[config.mk]
export PLATFORM = sky130hd
export DESIGN_NAME = ysyx_24100006_pipe_stage
export DESIGN_NICKNAME = d
export VERILOG_FILES = /design/src/rtl/ysyx_24100006_pipe_stage.sv
export SDC_FILE = /design/constraint.sdc
export NUM_CORES = 1
export LEC_CHECK = 0
export BUFFER_PORTS_ARGS = -buffer_cell sky130_fd_sc_hd__buf_2
export CELL_PAD_IN_SITES_DETAIL_PLACEMENT = 0
export CELL_PAD_IN_SITES_GLOBAL_PLACEMENT = 1
export CORE_ASPECT_RATIO = 0.7
export CORE_MARGIN = 2
export CORE_UTILIZATION = 35
export CTS_CLUSTER_DIAMETER = 120
export CTS_CLUSTER_SIZE = 10
export DETAILED_ROUTE_END_ITERATION = 8
export GPL_ROUTABILITY_DRIVEN = 0
export PLACE_DENSITY = 0.81
export REMOVE_ABC_BUFFERS = 1
export SLEW_MARGIN = 30
export SYNTH_ARGS = -nofsm -noshare
export SYNTH_HDL_FRONTEND = slang
export SYNTH_SLANG_ARGS = --single-unit
[constraint.sdc]
create_clock -name clk -period 1.45 [get_ports clk]
set_input_delay 0.145 -clock clk [delete_from_list [all_inputs] [get_ports clk]]
set_output_delay 0.145 -clock clk [all_outputs]
set_load 0.01 [all_outputs]
[src/rtl/ysyx_24100006_pipe_stage.sv]
// Valid/ready pipeline register with synchronous flush and an optional two-entry skid buffer.
// Defining YSYX_24100006_PIPE_STAGE_PERF_EN adds saturating stall_cnt/bubble_cnt counters.
module ysyx_24100006_pipe_stage #(
    parameter int unsigned DATA_W     = 32,
    parameter bit          SKID       = 1'b1,
    parameter bit          CLEAR_DATA = 1'b1
) (
    input  logic              clk,
    input  logic              reset,
    input  logic              flush,
    input  logic              in_valid,
    output logic              in_ready,
    input  logic [DATA_W-1:0] in_data,
    output logic              out_valid,
    input  logic              out_ready,
`ifdef YSYX_24100006_PIPE_STAGE_PERF_EN
    output logic [31:0]       stall_cnt,
    output logic [31:0]       bubble_cnt,
`endif
    output logic [DATA_W-1:0] out_data
);

    logic              main_valid_q, main_valid_d;
    logic              skid_valid_q, skid_valid_d;
    logic [DATA_W-1:0] main_data_q,  main_data_d;
    logic [DATA_W-1:0] skid_data_q,  skid_data_d;

    // With the skid buffer, ready depends only on a flop, breaking the upstream ready chain.
    assign in_ready  = SKID ? !skid_valid_q : (!main_valid_q || out_ready);
    assign out_valid = main_valid_q;
    assign out_data  = main_data_q;

    always_comb begin
        // NOTE: every next-state signal gets a default first so no path can infer a latch.
        main_valid_d = main_valid_q;
        main_data_d  = main_data_q;
        skid_valid_d = skid_valid_q;
        skid_data_d  = skid_data_q;

        if (SKID && skid_valid_q) begin
            // in_ready is low here, so only the skid-to-main move can happen.
            if (out_ready) begin
                main_data_d  = skid_data_q;
                skid_valid_d = 1'b0;
            end
        end else if (!main_valid_q || out_ready) begin
            main_valid_d = in_valid;
            if (in_valid) begin
                main_data_d = in_data;
            end
        end else if (SKID && in_valid) begin
            skid_valid_d = 1'b1;
            skid_data_d  = in_data;
        end

        if (flush) begin
            main_valid_d = 1'b0;
            skid_valid_d = 1'b0;
            if (CLEAR_DATA) begin
                main_data_d = '0;
                skid_data_d = '0;
            end
        end
    end

    // NOTE: state updates use non-blocking assignments so all flops sample the same pre-edge values.
    always_ff @(posedge clk) begin
        if (reset) begin
            main_valid_q <= 1'b0;
            skid_valid_q <= 1'b0;
        end else begin
            main_valid_q <= main_valid_d;
            skid_valid_q <= skid_valid_d;
        end
    end

    // NOTE: payload flops are only reset when CLEAR_DATA asks for it; otherwise they carry no reset.
    always_ff @(posedge clk) begin
        if (reset && CLEAR_DATA) begin
            main_data_q <= '0;
            skid_data_q <= '0;
        end else begin
            main_data_q <= main_data_d;
            skid_data_q <= skid_data_d;
        end
    end

`ifdef YSYX_24100006_PIPE_STAGE_PERF_EN
    logic [31:0] stall_q, bubble_q;

    // Counters observe the handshake only and survive flush.
    always_ff @(posedge clk) begin
        if (reset) begin
            stall_q  <= '0;
            bubble_q <= '0;
        end else begin
            if (main_valid_q && !out_ready && stall_q != 32'hFFFF_FFFF) begin
                stall_q <= stall_q + 32'd1;
            end
            if (!main_valid_q && out_ready && bubble_q != 32'hFFFF_FFFF) begin
                bubble_q <= bubble_q + 32'd1;
            end
        end
    end

    assign stall_cnt  = stall_q;
    assign bubble_cnt = bubble_q;
`endif

endmodule

==> flow_metrics.env <==
export IMPL_synth_cell_type_count=19
export IMPL_io_buffers=70
export IMPL_clockPowerShare_pct=47.4
export IMPL_totalWireLength_um=6990
export IMPL_hold_end="skid_data_q[11]"
export IMPL_clockRootBuffer="clkbuf_16"
export IMPL_yosys_area_top_type="dfxtp_1"
export IMPL_drt_initial_drc_count=182
export IMPL_hpwlAfterDp_um=4560
export IMPL_syn_area_um2=2840
export IMPL_crit_slowest_cell="dfxtp_2"
export IMPL_holdCritStartpoint="in_data[11]"
export IMPL_start_util_pct=36.1
export IMPL_clkLatencyLatePin_ns=0.32
export IMPL_syn_avg_cell_area_um2=9.45
export IMPL_antennaDiodeCount=0
export IMPL_p_sw_share_pct=22.5
export IMPL_grt_use_total_pct=16.3
export IMPL_p_leak_uw=0.00133
export IMPL_finalSetupViolCount=0
export IMPL_endpoint_kind="flip-flop"
export IMPL_dpl_cell_area_um2=3320
export IMPL_synthCells=301
export IMPL_hold_path_class="in2reg"
export IMPL_drtAntennaViolNets=0
export IMPL_syn_to_final_growth_pct=27.2
export IMPL_coreArea_um2=7870
export IMPL_max_freq_ghz=0.760
export IMPL_cp_required_ns=1.70
export IMPL_path_buf_inv=2
export IMPL_yosysWarnings=0
export IMPL_combPwrFrac_pct=9.5
export IMPL_die_h_um=79.4
export IMPL_regToRegEndpoint="skid_data_q[17]"
export IMPL_finalHoldViolations=0
export IMPL_relSlewSlack_pct=75.2
export IMPL_seq_power_share_pct=43.1
export IMPL_ios=71
export IMPL_rows=27
export IMPL_cp_slowest_stage_delay_ns=0.40
export IMPL_drt_pass1_iter_count=4
export IMPL_synth_top_area_share_pct=46.5
export IMPL_drv_slew=0
export IMPL_grt_overflow_total=0
export IMPL_drc=0
export IMPL_ys_flop_type="dfxtp_1"
export IMPL_cts_sinks=66
export IMPL_antenna_found_initial=0
export IMPL_synth_area_top_cells="dfxtp_1 46%, a211oi_2 13%, a21oi_1 12%"
export IMPL_tightest_slew_ns=0.371
export IMPL_drv_cap=0
export IMPL_stdcell_count=471
export IMPL_layout_drive_gt1_share_pct=35.7
export IMPL_final_nets=403
export IMPL_yosys_top_cells_count="66 x a21oi_1, 66 x dfxtp_1, 65 x nand2_1, 32 x mux2i_1, 30 x a211oi_2"
export IMPL_r2r_start="skid_valid_q"
export IMPL_internal_power_uw=3400
export IMPL_power_density_nw_per_um2=1210
export IMPL_cts_buffers=9
export IMPL_grt_max_degree=67
export IMPL_design_area_um2=3620
export IMPL_cts_tree="done"
export IMPL_clk_pin_slew_ns=0.05
export IMPL_switching_power_uw=985
export IMPL_r2r_cells=5
export IMPL_fin_skew_ns=0.00669
export IMPL_fin_crit_sh_pct=90.7
export IMPL_async_flop_share_pct=0
export IMPL_clock_path_buffers=2
export IMPL_routedWlPerCell_um=14.8
export IMPL_path_class="reg2reg"
export IMPL_path_max_fanout=17
export IMPL_die_area_um2=8870
export IMPL_critical_path_top_delay_family="buffers and inverters"
export IMPL_grt_pass1_wl_um=11400
export IMPL_status="finished, final reports clean"
export IMPL_cp_cell_sequence="buf_12, nand4bb_1, buf_4, nand2_1, a21oi_1"
export IMPL_synth_seq_cells=66
export IMPL_fin_crit_ns=1.32
export IMPL_vias=2362
export IMPL_start_kind="flip-flop"
export IMPL_holdPathStages=3
export IMPL_ir_worst_vdd_v=0.000560
export IMPL_die_w_um=112
export IMPL_arrival_ns=1.57
export IMPL_rrSetupSlack_ns=0.13
export IMPL_h_tree_depth=3
export IMPL_synth_edf_count=0
export IMPL_ys_seq_area_share_pct=46.5
export IMPL_grt_pass1_vias=2177
export IMPL_dp_cells=456
export IMPL_rsz0062_at_grt="false"
export IMPL_vias_per_cell=5.01
[kinds of logic after synthesis]
logic type | Yosys count | share of synthesized area, %
AO/OA/AOI/OAI | 100 | 25.8
buffers and inverters | 32 | 6.20
flip-flops | 66 | 46.5
multiplexers | 32 | 11.3
AND/OR/NAND/NOR | 71 | 10.3
[layout make-up]
type / count / area [um^2]
fill: 756 / 4250
multi-input combinational: 203 / 1350
sequential: 66 / 1320
timing repair buffer: 84 / 526
clock buffer: 12 / 246
tap: 101 / 126
clock inverter: 3 / 40.0
inverter: 2 / 7.51
[per-layer routing]
layer  part of all wire, %  vias to the layer above  track usage [%]  wire (um)
met5                     0                        -                0          0
met4                  0.97                        0             4.81         68
met3                   6.9                        9             6.30        482
met2                    41                       77             22.4       2840
met1                    51                     1092             23.4       3600
li1                      -                     1184                -          -
[registers in the layout, summed over array words and instances (netlist names)]
register,cells
skid_valid_q,1
skid_data_q,32
out_data,32
out_valid,1
[per-stage QoR]
stage | total power, uW | hold WS (ns) | setup WS, ns | utilization (%) | setup TNS [ns]
6_report | 4380 | 0.0677 | 0.134 | 46.0 | 0
5_1_grt | 4580 | 0.0647 | 0.00445 | 46.0 | 0
4_1_cts | 4440 | 0.0592 | 0.0779 | 45.9 | 0
3_5_place_dp | 2340 | 0.404 | 0.0936 | 42.2 | 0
3_3_place_gp | 2340 | 0.398 | 0.150 | 42.2 | 0
2_1_floorplan | 2150 | 0.281 | -1.68 | - | -88.29
[worst register-to-register path, cell delays in order (launching register included)]
cell	delay, ns
dfxtp_2	0.40
buf_12	0.20
nand4bb_1	0.18
buf_4	0.25
nand2_1	0.08
a21oi_1	0.14
[worst max path at each step]
stage                       startpoint  depth (start not counted)               to  slack (ns)
final                     skid_valid_q                          5  skid_data_q[17]        0.13
after global routing      skid_valid_q                          5  skid_data_q[21]       0.004
after CTS                 skid_valid_q                          4     out_data[10]        0.08
after detailed placement  skid_valid_q                          4     out_data[10]        0.09
after global placement       out_valid                          4      out_data[6]        0.15
after floorplan           skid_valid_q                          3     out_data[11]       -1.68
[power groups by stage]
stage / Combinational [uW] / Sequential, uW / Clock [uW]
2_1_floorplan: 206 / 1940 / 0
3_3_place_gp: 413 / 1930 / 0
3_5_place_dp: 418 / 1930 / 0
4_1_cts: 419 / 1890 / 2130
5_1_grt: 456 / 1890 / 2230
6_report: 417 / 1890 / 2080
[layout by cell type, fill, tap and decap left out, drive strengths merged]
master	Yosys	final
nand2	65	65
nor2	1	1
clkinv	0	2
or2	2	2
and2	1	1
nand4bb	1	1
o21bai	1	1
a211oi	32	32
and4bb	1	1
inv	2	2
o21ai	1	1
clkbuf	13	12
bufinv	0	1
buf	17	84
dfxtp	66	66
a21oi	66	66
mux2i	32	32
[repair_timing]
action,4_1_cts,5_1_grt
gates resized for setup,0,2
setup endpoints to repair,0,18
hold buffers,0,0
setup buffers,0,0
Power figures use the tool's default switching activity.
